$ cat config.mk
export PLATFORM = sky130hd
export DESIGN_NAME = ex_mem_trap_reg_flat
export DESIGN_NICKNAME = d
export VERILOG_FILES = /design/src/rtl/ex_mem_trap_reg_pkg.sv /design/src/rtl/ex_mem_trap_reg_if.sv /design/src/rtl/ex_mem_trap_reg_ovf_trap_fsm.sv /design/src/rtl/ex_mem_trap_reg.sv /design/src/flat_wrapper.sv
export SDC_FILE = /design/constraint.sdc
export NUM_CORES = 1
export LEC_CHECK = 0
export ABC_AREA = 1
export CAP_MARGIN = 10
export CORE_UTILIZATION = 43
export DETAILED_ROUTE_END_ITERATION = 7
export HOLD_SLACK_MARGIN = 0.02
export PLACE_DENSITY = 0.93
export SYNTH_ARGS = -nofsm -noshare
export SYNTH_HDL_FRONTEND = slang
export SYNTH_SLANG_ARGS = --single-unit
$ cat constraint.sdc
create_clock -name clk_i -period 2.94 [get_ports clk_i]
set_input_delay 0.588 -clock clk_i [delete_from_list [all_inputs] [get_ports clk_i]]
set_output_delay 0.588 -clock clk_i [all_outputs]
set_load 0.1 [all_outputs]
$ cat src/rtl/ex_mem_trap_reg_pkg.sv
// Shared types and constants for the EX/MEM pipeline register with overflow trap.
// Holds the FSM state encoding, the trap cause codes and the default widths.
package ex_mem_trap_reg_pkg;

  localparam int DATA_W_DEF = 32;
  localparam int PC_W_DEF   = 32;
  localparam int REG_AW_DEF = 5;
  localparam int CNT_W_DEF  = 8;

  typedef enum logic [1:0] {
    RUN        = 2'd0,
    TRAP_ISSUE = 2'd1,
    TRAP_WAIT  = 2'd2
  } trap_state_e;

  localparam logic [1:0] CAUSE_NONE = 2'd0;
  localparam logic [1:0] CAUSE_OVF  = 2'd1;

  // MEM/WB control bits carried through the register; a bubble zeroes all of them.
  typedef struct packed {
    logic reg_write;
    logic mem_read;
    logic mem_write;
    logic mem_to_reg;
    logic branch;
  } ctrl_t;

endpackage

$ cat src/rtl/ex_mem_trap_reg_if.sv
// EX-side inputs and MEM-side outputs of the EX/MEM register as one bundle.
// The EX stage (master) drives ex_* and observes mem_*; the register (slave) does the reverse.
interface ex_mem_trap_reg_if #(
  parameter int DATA_W = 32,
  parameter int PC_W   = 32,
  parameter int REG_AW = 5
);
  logic              ex_valid_i;
  logic [PC_W-1:0]   ex_pc_i;
  logic [DATA_W-1:0] ex_alu_result_i;
  logic              ex_zero_i;
  logic              ex_overflow_i;
  logic              ex_ovf_chk_i;
  logic [DATA_W-1:0] ex_rt_data_i;
  logic [REG_AW-1:0] ex_wr_reg_i;
  logic              ex_reg_write_i;
  logic              ex_mem_read_i;
  logic              ex_mem_write_i;
  logic              ex_mem_to_reg_i;
  logic              ex_branch_i;

  logic              mem_valid_o;
  logic [PC_W-1:0]   mem_pc_o;
  logic [DATA_W-1:0] mem_alu_result_o;
  logic              mem_zero_o;
  logic [DATA_W-1:0] mem_rt_data_o;
  logic [REG_AW-1:0] mem_wr_reg_o;
  logic              mem_reg_write_o;
  logic              mem_mem_read_o;
  logic              mem_mem_write_o;
  logic              mem_mem_to_reg_o;
  logic              mem_branch_o;

  modport master (
    output ex_valid_i, ex_pc_i, ex_alu_result_i, ex_zero_i, ex_overflow_i, ex_ovf_chk_i,
           ex_rt_data_i, ex_wr_reg_i, ex_reg_write_i, ex_mem_read_i, ex_mem_write_i,
           ex_mem_to_reg_i, ex_branch_i,
    input  mem_valid_o, mem_pc_o, mem_alu_result_o, mem_zero_o, mem_rt_data_o, mem_wr_reg_o,
           mem_reg_write_o, mem_mem_read_o, mem_mem_write_o, mem_mem_to_reg_o, mem_branch_o
  );

  modport slave (
    input  ex_valid_i, ex_pc_i, ex_alu_result_i, ex_zero_i, ex_overflow_i, ex_ovf_chk_i,
           ex_rt_data_i, ex_wr_reg_i, ex_reg_write_i, ex_mem_read_i, ex_mem_write_i,
           ex_mem_to_reg_i, ex_branch_i,
    output mem_valid_o, mem_pc_o, mem_alu_result_o, mem_zero_o, mem_rt_data_o, mem_wr_reg_o,
           mem_reg_write_o, mem_mem_read_o, mem_mem_write_o, mem_mem_to_reg_o, mem_branch_o
  );
endinterface

$ cat src/rtl/ex_mem_trap_reg_ovf_trap_fsm.sv
// Overflow trap sequencer: decides hold/bubble for the EX/MEM register, captures
// EPC and cause, counts traps and issues a one-cycle flush before waiting for the handler.
module ovf_trap_fsm
  import ex_mem_trap_reg_pkg::*;
#(
  parameter int PC_W  = PC_W_DEF,
  parameter int CNT_W = CNT_W_DEF
) (
  input  logic             clk_i,
  input  logic             rst_i,
  input  logic             ex_valid_i,
  input  logic             ex_ovf_chk_i,
  input  logic             ex_overflow_i,
  input  logic [PC_W-1:0]  ex_pc_i,
  input  logic             mem_stall_i,
  input  logic             flush_i,
  input  logic             trap_ack_i,
  output logic             load_en_o,
  output logic             bubble_o,
  output logic             trap_flush_o,
  output logic             trap_pending_o,
  output logic [PC_W-1:0]  epc_o,
  output logic [1:0]       cause_o,
  output logic [CNT_W-1:0] ovf_count_o,
  output trap_state_e      state_o
);

  trap_state_e      state_q;
  logic             trap_flush_q;
  logic             trap_pending_q;
  logic [PC_W-1:0]  epc_q;
  logic [1:0]       cause_q;
  logic [CNT_W-1:0] ovf_count_q;
  logic             trap_hit;
  logic             trap_take;

  assign trap_hit  = ex_valid_i & ex_ovf_chk_i & ex_overflow_i;
  // Stall outranks flush, and flush outranks trap, so a trap is only taken on a free RUN cycle.
  assign trap_take = (state_q == RUN) & ~mem_stall_i & ~flush_i & trap_hit;

  always_comb begin
    load_en_o = 1'b1;
    bubble_o  = 1'b0;
    case (state_q)
      RUN: begin
        if (mem_stall_i)             load_en_o = 1'b0;
        else if (flush_i || trap_hit) bubble_o  = 1'b1;
      end
      default: bubble_o = 1'b1;
    endcase
  end

  always_ff @(posedge clk_i) begin
    if (rst_i) begin
      state_q        <= RUN;
      trap_flush_q   <= 1'b0;
      trap_pending_q <= 1'b0;
      epc_q          <= '0;
      cause_q        <= CAUSE_NONE;
      ovf_count_q    <= '0;
    end else begin
      case (state_q)
        RUN: begin
          if (trap_take) begin
            state_q        <= TRAP_ISSUE;
            trap_flush_q   <= 1'b1;
            trap_pending_q <= 1'b1;
            epc_q          <= ex_pc_i;
            cause_q        <= CAUSE_OVF;
            if (ovf_count_q != {CNT_W{1'b1}}) ovf_count_q <= ovf_count_q + CNT_W'(1);
          end
        end
        TRAP_ISSUE: begin
          state_q      <= TRAP_WAIT;
          trap_flush_q <= 1'b0;
        end
        TRAP_WAIT: begin
          if (trap_ack_i) begin
            state_q        <= RUN;
            trap_pending_q <= 1'b0;
            cause_q        <= CAUSE_NONE;
          end
        end
        default: begin
          state_q        <= RUN;
          trap_flush_q   <= 1'b0;
          trap_pending_q <= 1'b0;
        end
      endcase
    end
  end

  assign trap_flush_o   = trap_flush_q;
  assign trap_pending_o = trap_pending_q;
  assign epc_o          = epc_q;
  assign cause_o        = cause_q;
  assign ovf_count_o    = ovf_count_q;
  assign state_o        = state_q;

endmodule

$ cat src/rtl/ex_mem_trap_reg.sv
// EX/MEM pipeline register downstream of the 32-bit ALU. Latches result, flags,
// store data and MEM/WB control, and turns checked signed overflow into a trap.
module ex_mem_trap_reg
  import ex_mem_trap_reg_pkg::*;
#(
  parameter int DATA_W = DATA_W_DEF,
  parameter int PC_W   = PC_W_DEF,
  parameter int REG_AW = REG_AW_DEF,
  parameter int CNT_W  = CNT_W_DEF
) (
  input  logic              clk_i,
  input  logic              rst_i,
  ex_mem_trap_reg_if.slave  bus,
  input  logic              mem_stall_i,
  input  logic              flush_i,
  input  logic              trap_ack_i,
  output logic              trap_flush_o,
  output logic              trap_pending_o,
  output logic [PC_W-1:0]   epc_o,
  output logic [1:0]        cause_o,
  output logic [CNT_W-1:0]  ovf_count_o,
  output logic [1:0]        dbg_state_o
);

  logic              load_en;
  logic              bubble;
  trap_state_e       state;
  ctrl_t             ex_ctrl;

  logic              valid_q;
  logic [PC_W-1:0]   pc_q;
  logic [DATA_W-1:0] alu_result_q;
  logic              zero_q;
  logic [DATA_W-1:0] rt_data_q;
  logic [REG_AW-1:0] wr_reg_q;
  ctrl_t             ctrl_q;

  ovf_trap_fsm #(.PC_W(PC_W), .CNT_W(CNT_W)) u_fsm (
    .clk_i          (clk_i),
    .rst_i          (rst_i),
    .ex_valid_i     (bus.ex_valid_i),
    .ex_ovf_chk_i   (bus.ex_ovf_chk_i),
    .ex_overflow_i  (bus.ex_overflow_i),
    .ex_pc_i        (bus.ex_pc_i),
    .mem_stall_i    (mem_stall_i),
    .flush_i        (flush_i),
    .trap_ack_i     (trap_ack_i),
    .load_en_o      (load_en),
    .bubble_o       (bubble),
    .trap_flush_o   (trap_flush_o),
    .trap_pending_o (trap_pending_o),
    .epc_o          (epc_o),
    .cause_o        (cause_o),
    .ovf_count_o    (ovf_count_o),
    .state_o        (state)
  );

  assign ex_ctrl = '{reg_write:  bus.ex_reg_write_i,
                     mem_read:   bus.ex_mem_read_i,
                     mem_write:  bus.ex_mem_write_i,
                     mem_to_reg: bus.ex_mem_to_reg_i,
                     branch:     bus.ex_branch_i};

  // Data fields still load on a bubble; only valid and control are forced off.
  always_ff @(posedge clk_i) begin
    if (rst_i) begin
      valid_q      <= 1'b0;
      pc_q         <= '0;
      alu_result_q <= '0;
      zero_q       <= 1'b0;
      rt_data_q    <= '0;
      wr_reg_q     <= '0;
      ctrl_q       <= '0;
    end else if (load_en) begin
      valid_q      <= bus.ex_valid_i & ~bubble;
      pc_q         <= bus.ex_pc_i;
      alu_result_q <= bus.ex_alu_result_i;
      zero_q       <= bus.ex_zero_i;
      rt_data_q    <= bus.ex_rt_data_i;
      wr_reg_q     <= bus.ex_wr_reg_i;
      ctrl_q       <= bubble ? '0 : ex_ctrl;
    end
  end

  assign bus.mem_valid_o      = valid_q;
  assign bus.mem_pc_o         = pc_q;
  assign bus.mem_alu_result_o = alu_result_q;
  assign bus.mem_zero_o       = zero_q;
  assign bus.mem_rt_data_o    = rt_data_q;
  assign bus.mem_wr_reg_o     = wr_reg_q;
  assign bus.mem_reg_write_o  = ctrl_q.reg_write;
  assign bus.mem_mem_read_o   = ctrl_q.mem_read;
  assign bus.mem_mem_write_o  = ctrl_q.mem_write;
  assign bus.mem_mem_to_reg_o = ctrl_q.mem_to_reg;
  assign bus.mem_branch_o     = ctrl_q.branch;
  assign dbg_state_o          = state;

endmodule

$ cat src/flat_wrapper.sv
// flat-port wrapper written by rule: the top's interface ports become plain ports
module ex_mem_trap_reg_flat import ex_mem_trap_reg_pkg::*;
#(
  parameter int DATA_W = DATA_W_DEF,
  parameter int PC_W   = PC_W_DEF,
  parameter int REG_AW = REG_AW_DEF,
  parameter int CNT_W  = CNT_W_DEF
)
  (clk_i, rst_i, mem_stall_i, flush_i, trap_ack_i, trap_flush_o, trap_pending_o, epc_o, cause_o, ovf_count_o, dbg_state_o, bus_ex_valid_i, bus_ex_pc_i, bus_ex_alu_result_i, bus_ex_zero_i, bus_ex_overflow_i, bus_ex_ovf_chk_i, bus_ex_rt_data_i, bus_ex_wr_reg_i, bus_ex_reg_write_i, bus_ex_mem_read_i, bus_ex_mem_write_i, bus_ex_mem_to_reg_i, bus_ex_branch_i, bus_mem_valid_o, bus_mem_pc_o, bus_mem_alu_result_o, bus_mem_zero_o, bus_mem_rt_data_o, bus_mem_wr_reg_o, bus_mem_reg_write_o, bus_mem_mem_read_o, bus_mem_mem_write_o, bus_mem_mem_to_reg_o, bus_mem_branch_o);
  ex_mem_trap_reg_if #(.DATA_W(DATA_W), .PC_W(PC_W), .REG_AW(REG_AW)) bus_i ();
  input  logic clk_i;
  input  logic rst_i;
  input  logic mem_stall_i;
  input  logic flush_i;
  input  logic trap_ack_i;
  output logic trap_flush_o;
  output logic trap_pending_o;
  output logic [PC_W-1:0] epc_o;
  output logic [1:0] cause_o;
  output logic [CNT_W-1:0] ovf_count_o;
  output logic [1:0] dbg_state_o;
  input wire logic [$bits(bus_i.ex_valid_i)-1:0] bus_ex_valid_i;
  input wire logic [$bits(bus_i.ex_pc_i)-1:0] bus_ex_pc_i;
  input wire logic [$bits(bus_i.ex_alu_result_i)-1:0] bus_ex_alu_result_i;
  input wire logic [$bits(bus_i.ex_zero_i)-1:0] bus_ex_zero_i;
  input wire logic [$bits(bus_i.ex_overflow_i)-1:0] bus_ex_overflow_i;
  input wire logic [$bits(bus_i.ex_ovf_chk_i)-1:0] bus_ex_ovf_chk_i;
  input wire logic [$bits(bus_i.ex_rt_data_i)-1:0] bus_ex_rt_data_i;
  input wire logic [$bits(bus_i.ex_wr_reg_i)-1:0] bus_ex_wr_reg_i;
  input wire logic [$bits(bus_i.ex_reg_write_i)-1:0] bus_ex_reg_write_i;
  input wire logic [$bits(bus_i.ex_mem_read_i)-1:0] bus_ex_mem_read_i;
  input wire logic [$bits(bus_i.ex_mem_write_i)-1:0] bus_ex_mem_write_i;
  input wire logic [$bits(bus_i.ex_mem_to_reg_i)-1:0] bus_ex_mem_to_reg_i;
  input wire logic [$bits(bus_i.ex_branch_i)-1:0] bus_ex_branch_i;
  output wire logic [$bits(bus_i.mem_valid_o)-1:0] bus_mem_valid_o;
  output wire logic [$bits(bus_i.mem_pc_o)-1:0] bus_mem_pc_o;
  output wire logic [$bits(bus_i.mem_alu_result_o)-1:0] bus_mem_alu_result_o;
  output wire logic [$bits(bus_i.mem_zero_o)-1:0] bus_mem_zero_o;
  output wire logic [$bits(bus_i.mem_rt_data_o)-1:0] bus_mem_rt_data_o;
  output wire logic [$bits(bus_i.mem_wr_reg_o)-1:0] bus_mem_wr_reg_o;
  output wire logic [$bits(bus_i.mem_reg_write_o)-1:0] bus_mem_reg_write_o;
  output wire logic [$bits(bus_i.mem_mem_read_o)-1:0] bus_mem_mem_read_o;
  output wire logic [$bits(bus_i.mem_mem_write_o)-1:0] bus_mem_mem_write_o;
  output wire logic [$bits(bus_i.mem_mem_to_reg_o)-1:0] bus_mem_mem_to_reg_o;
  output wire logic [$bits(bus_i.mem_branch_o)-1:0] bus_mem_branch_o;
  assign bus_i.ex_valid_i = bus_ex_valid_i;
  assign bus_i.ex_pc_i = bus_ex_pc_i;
  assign bus_i.ex_alu_result_i = bus_ex_alu_result_i;
  assign bus_i.ex_zero_i = bus_ex_zero_i;
  assign bus_i.ex_overflow_i = bus_ex_overflow_i;
  assign bus_i.ex_ovf_chk_i = bus_ex_ovf_chk_i;
  assign bus_i.ex_rt_data_i = bus_ex_rt_data_i;
  assign bus_i.ex_wr_reg_i = bus_ex_wr_reg_i;
  assign bus_i.ex_reg_write_i = bus_ex_reg_write_i;
  assign bus_i.ex_mem_read_i = bus_ex_mem_read_i;
  assign bus_i.ex_mem_write_i = bus_ex_mem_write_i;
  assign bus_i.ex_mem_to_reg_i = bus_ex_mem_to_reg_i;
  assign bus_i.ex_branch_i = bus_ex_branch_i;
  assign bus_mem_valid_o = bus_i.mem_valid_o;
  assign bus_mem_pc_o = bus_i.mem_pc_o;
  assign bus_mem_alu_result_o = bus_i.mem_alu_result_o;
  assign bus_mem_zero_o = bus_i.mem_zero_o;
  assign bus_mem_rt_data_o = bus_i.mem_rt_data_o;
  assign bus_mem_wr_reg_o = bus_i.mem_wr_reg_o;
  assign bus_mem_reg_write_o = bus_i.mem_reg_write_o;
  assign bus_mem_mem_read_o = bus_i.mem_mem_read_o;
  assign bus_mem_mem_write_o = bus_i.mem_mem_write_o;
  assign bus_mem_mem_to_reg_o = bus_i.mem_mem_to_reg_o;
  assign bus_mem_branch_o = bus_i.mem_branch_o;
  ex_mem_trap_reg #(.DATA_W(DATA_W), .PC_W(PC_W), .REG_AW(REG_AW), .CNT_W(CNT_W)) u_core (.clk_i(clk_i), .rst_i(rst_i), .bus(bus_i), .mem_stall_i(mem_stall_i), .flush_i(flush_i), .trap_ack_i(trap_ack_i), .trap_flush_o(trap_flush_o), .trap_pending_o(trap_pending_o), .epc_o(epc_o), .cause_o(cause_o), .ovf_count_o(ovf_count_o), .dbg_state_o(dbg_state_o));
endmodule
==> flow_metrics.env <==
export IMPL_status="finished clean"
export IMPL_synthesis_area_um2=5470
export IMPL_dr_pass1_iters=5
export IMPL_path_delay_family="buffers and inverters"
export IMPL_worstSkewPairLatency_ns=0.42
export IMPL_wl_per_cell_um=14.3
export IMPL_ys_seq_elements=153
export IMPL_via_per_inst=4.86
export IMPL_hold_end="u_core.u_fsm.trap_pending_o"
export IMPL_diodes=0
export IMPL_drv_slew=0
export IMPL_grt_ovfl_total=0
export IMPL_syn_num_nets=794
export IMPL_clock_sinks=153
export IMPL_gp_congestion=0.819
export IMPL_io_buffers=267
export IMPL_numCtsBuffers=17
export IMPL_period_needed_ns=1.93
export IMPL_chipHeight_um=115
export IMPL_finalSetupViolCount=0
export IMPL_cp_arrival_ns=2.27
export IMPL_drt_iter0_drc=398
export IMPL_whs_ns=0.465
export IMPL_synth_warnings=0
export IMPL_synth_area_leaders="dfxtp_1, o21ai_0, nor2_1"
export IMPL_rsz0062_at_grt="false"
export IMPL_ant_nets=0
export IMPL_routed_wl_mm=15.8
export IMPL_r2r_cells=6
export IMPL_clk_pin_slew_ns=0.06
export IMPL_area_growth_syn_to_layout_pct=53.8
export IMPL_tritoncts="done"
export IMPL_critPathSlowestCell="clkdlybuf4s50_1"
export IMPL_nNetsFinal=1039
export IMPL_std_cell_rows=40
export IMPL_cts_path_max_buffers=2
export IMPL_vias=5366
export IMPL_maxCapViolCount=0
export IMPL_grt_pass1_wl_mm=24.3
export IMPL_h_tree_depth=4
export IMPL_die_x_um=115
export IMPL_start_util=0.448
export IMPL_powerDensity_nw_per_um2=696
export IMPL_ir_drop_v=0.000565
export IMPL_cts_root_buf="clkbuf_16"
export IMPL_regArea_um2=3060
export IMPL_numPlacedInstances=1072
export IMPL_nFillCells=966
export IMPL_antenna_found_initial=0
export IMPL_avgSynthCellArea_um2=8.06
export IMPL_r2r_slack_ns=1.32
export IMPL_timing_fmax_mhz=517
export IMPL_synth_distinct_cells=23
export IMPL_multi_input_area_um2=2000
export IMPL_hold_viol_final=0
export IMPL_r2r_start="u_core.u_fsm.state_o[1]"
export IMPL_grt_start_max_net_pins=140
export IMPL_core_area_um2=12200
export IMPL_hold_buffers=0
export IMPL_synth_area_leader_cell="dfxtp_1"
export IMPL_endpoint_kind="flop"
export IMPL_final_cell_count_no_fill=1104
export IMPL_hold_depth=2
export IMPL_grt_pass1_vias=5038
export IMPL_synth_top_area_share=0.560
export IMPL_hpwl_mm=10.9
export IMPL_r2r_end="u_core.bus.mem_alu_result_o[11]"
export IMPL_cp_cell_sequence="clkdlybuf4s50_1 -> nand3_2 -> nor2_8 -> buf_12 -> o21ai_0 -> a21oi_1"
export IMPL_dieArea_um2=13200
export IMPL_yosysSeqAreaShare=0.560
export IMPL_path_class="in2reg"
export IMPL_power_leakage_uw=0.00381
export IMPL_postCtsSetupBuffers=0
export IMPL_finalCritPeriodShare=0.658
export IMPL_skew_ns=0.00677
export IMPL_drive_above_1_share=0.214
export IMPL_hp_class="reg2reg"
export IMPL_start_kind="primary input"
export IMPL_grt_use_total=0.237
export IMPL_max_slew_margin=0.664
export IMPL_min_from="u_core.u_fsm.trap_pending_o"
export IMPL_crit_buf_inv=2
export IMPL_tns_ns=0
export IMPL_drc=0
export IMPL_ctsResizeCount=0
export IMPL_syn_inst=678
export IMPL_critical_path_max_stage_delay_ns=0.51
export IMPL_worst_slew_pin_slew_ns=0.504
export IMPL_required_ns=3.28
export IMPL_ios=269
export IMPL_crit_path_max_fanout=43
synth_stat cells:
cell type  instances
a21oi_1           72
buf_2              8
buf_4             10
buf_6              1
clkbuf_1          27
clkbuf_2           1
conb_1             1
dfxtp_1          153
ha_1               1
inv_1             45
inv_2              1
nand2_1           33
nand2_4            3
nand3_1            8
nand3_2            2
nand3b_1           1
nand4_1            7
nor2_1           160
nor2_4             1
nor2_8             1
nor3_1             1
o21ai_0          138
xor2_1             3
logic make-up after synthesis:
family,share of synthesized area
adders and majority gates,0.00229
other,0.000686
DFF,0.560
xor gates and xnor gates,0.00481
buffers and inverters,0.0741
and+or+nand+nor,0.166
AOI/OAI and AO/OA,0.192
area by class of cell:
type                       count  area share
timing repair buffer         273       0.284
clock inverter                15      0.0180
inverter                      46      0.0207
multi-input combinational    432       0.238
sequential                   153       0.364
clock buffer                  17      0.0506
tap                          168      0.0250
cell usage in the layout (no fill, tap or decap), drive strengths merged:
cell type      count
o21ai            138
nor2             162
dfxtp            153
conb               1
nand2             36
clkdlybuf4s50    114
clkinv             8
nor3               1
inv               48
nand4              7
clkbuf            17
nand3             10
nand3b             1
buf              159
bufinv             2
xor2               3
clkinvlp           3
a21oi             72
ha                 1
power breakdown:
part	internal [µW]	leakage [µW]	switching, µW	total (µW)
Clock	1250	0.000280	867	2120
Sequential	2190	0.00126	61.8	2260
Combinational	356	0.00227	1120	1480
Total	3800	0.00381	2050	5850
worst max-delay path by stage:
| stage | startpoint | end | depth (start not counted) |
|---|---|---|---|
| floorplan | u_core.u_fsm.ovf_count_o[1] | u_core.u_fsm.ovf_count_o[0] | 8 |
| global placement | bus_ex_overflow_i | u_core.u_fsm.epc_o[15] | 6 |
| detailed placement | bus_ex_valid_i | u_core.u_fsm.epc_o[8] | 6 |
| CTS | bus_ex_valid_i | u_core.u_fsm.epc_o[8] | 6 |
| global route | bus_ex_valid_i | u_core.u_fsm.epc_o[12] | 6 |
| finish | bus_ex_valid_i | u_core.u_fsm.epc_o[1] | 6 |
state kept, by name, indices dropped and copies added (netlist names):
register / cells
u_core.bus.mem_alu_result_o: 32
u_core.bus.mem_branch_o: 1
u_core.bus.mem_mem_read_o: 1
u_core.bus.mem_mem_to_reg_o: 1
u_core.bus.mem_mem_write_o: 1
u_core.bus.mem_pc_o: 32
u_core.bus.mem_reg_write_o: 1
u_core.bus.mem_rt_data_o: 32
u_core.bus.mem_valid_o: 1
u_core.bus.mem_wr_reg_o: 5
u_core.bus.mem_zero_o: 1
u_core.u_fsm.cause_o: 1
u_core.u_fsm.epc_o: 32
u_core.u_fsm.ovf_count_o: 8
u_core.u_fsm.state_o: 2
u_core.u_fsm.trap_flush_o: 1
u_core.u_fsm.trap_pending_o: 1
stage by stage:
step	cell area, µm²	setup WS (ns)	total power, µW	util
floorplan	5470	0.795	3360	-
global placement	7830	0.681	3750	0.641
detailed placement	7830	0.605	3770	0.641
CTS	8410	1.03	5890	0.689
global route	8410	0.884	6060	0.689
finish	8410	1.01	5850	0.689
routing by layer:
layer  GRT usage  part of all wire  vias up
met3      0.0991             0.085       24
met1       0.259              0.40     2432
met2       0.410              0.49      214
met5           0                 0        -
met4      0.0926             0.021        0
li1            -                 -     2696
worst reg2reg max path: cells and delay by family (launching register included):
kind	cells	cell delay, ns
AND/OR/NAND/NOR	4	0.53
buffers and inverters	2	0.67
flip-flops	1	0.36
Note: power is estimated with default switching activity, not from simulation.
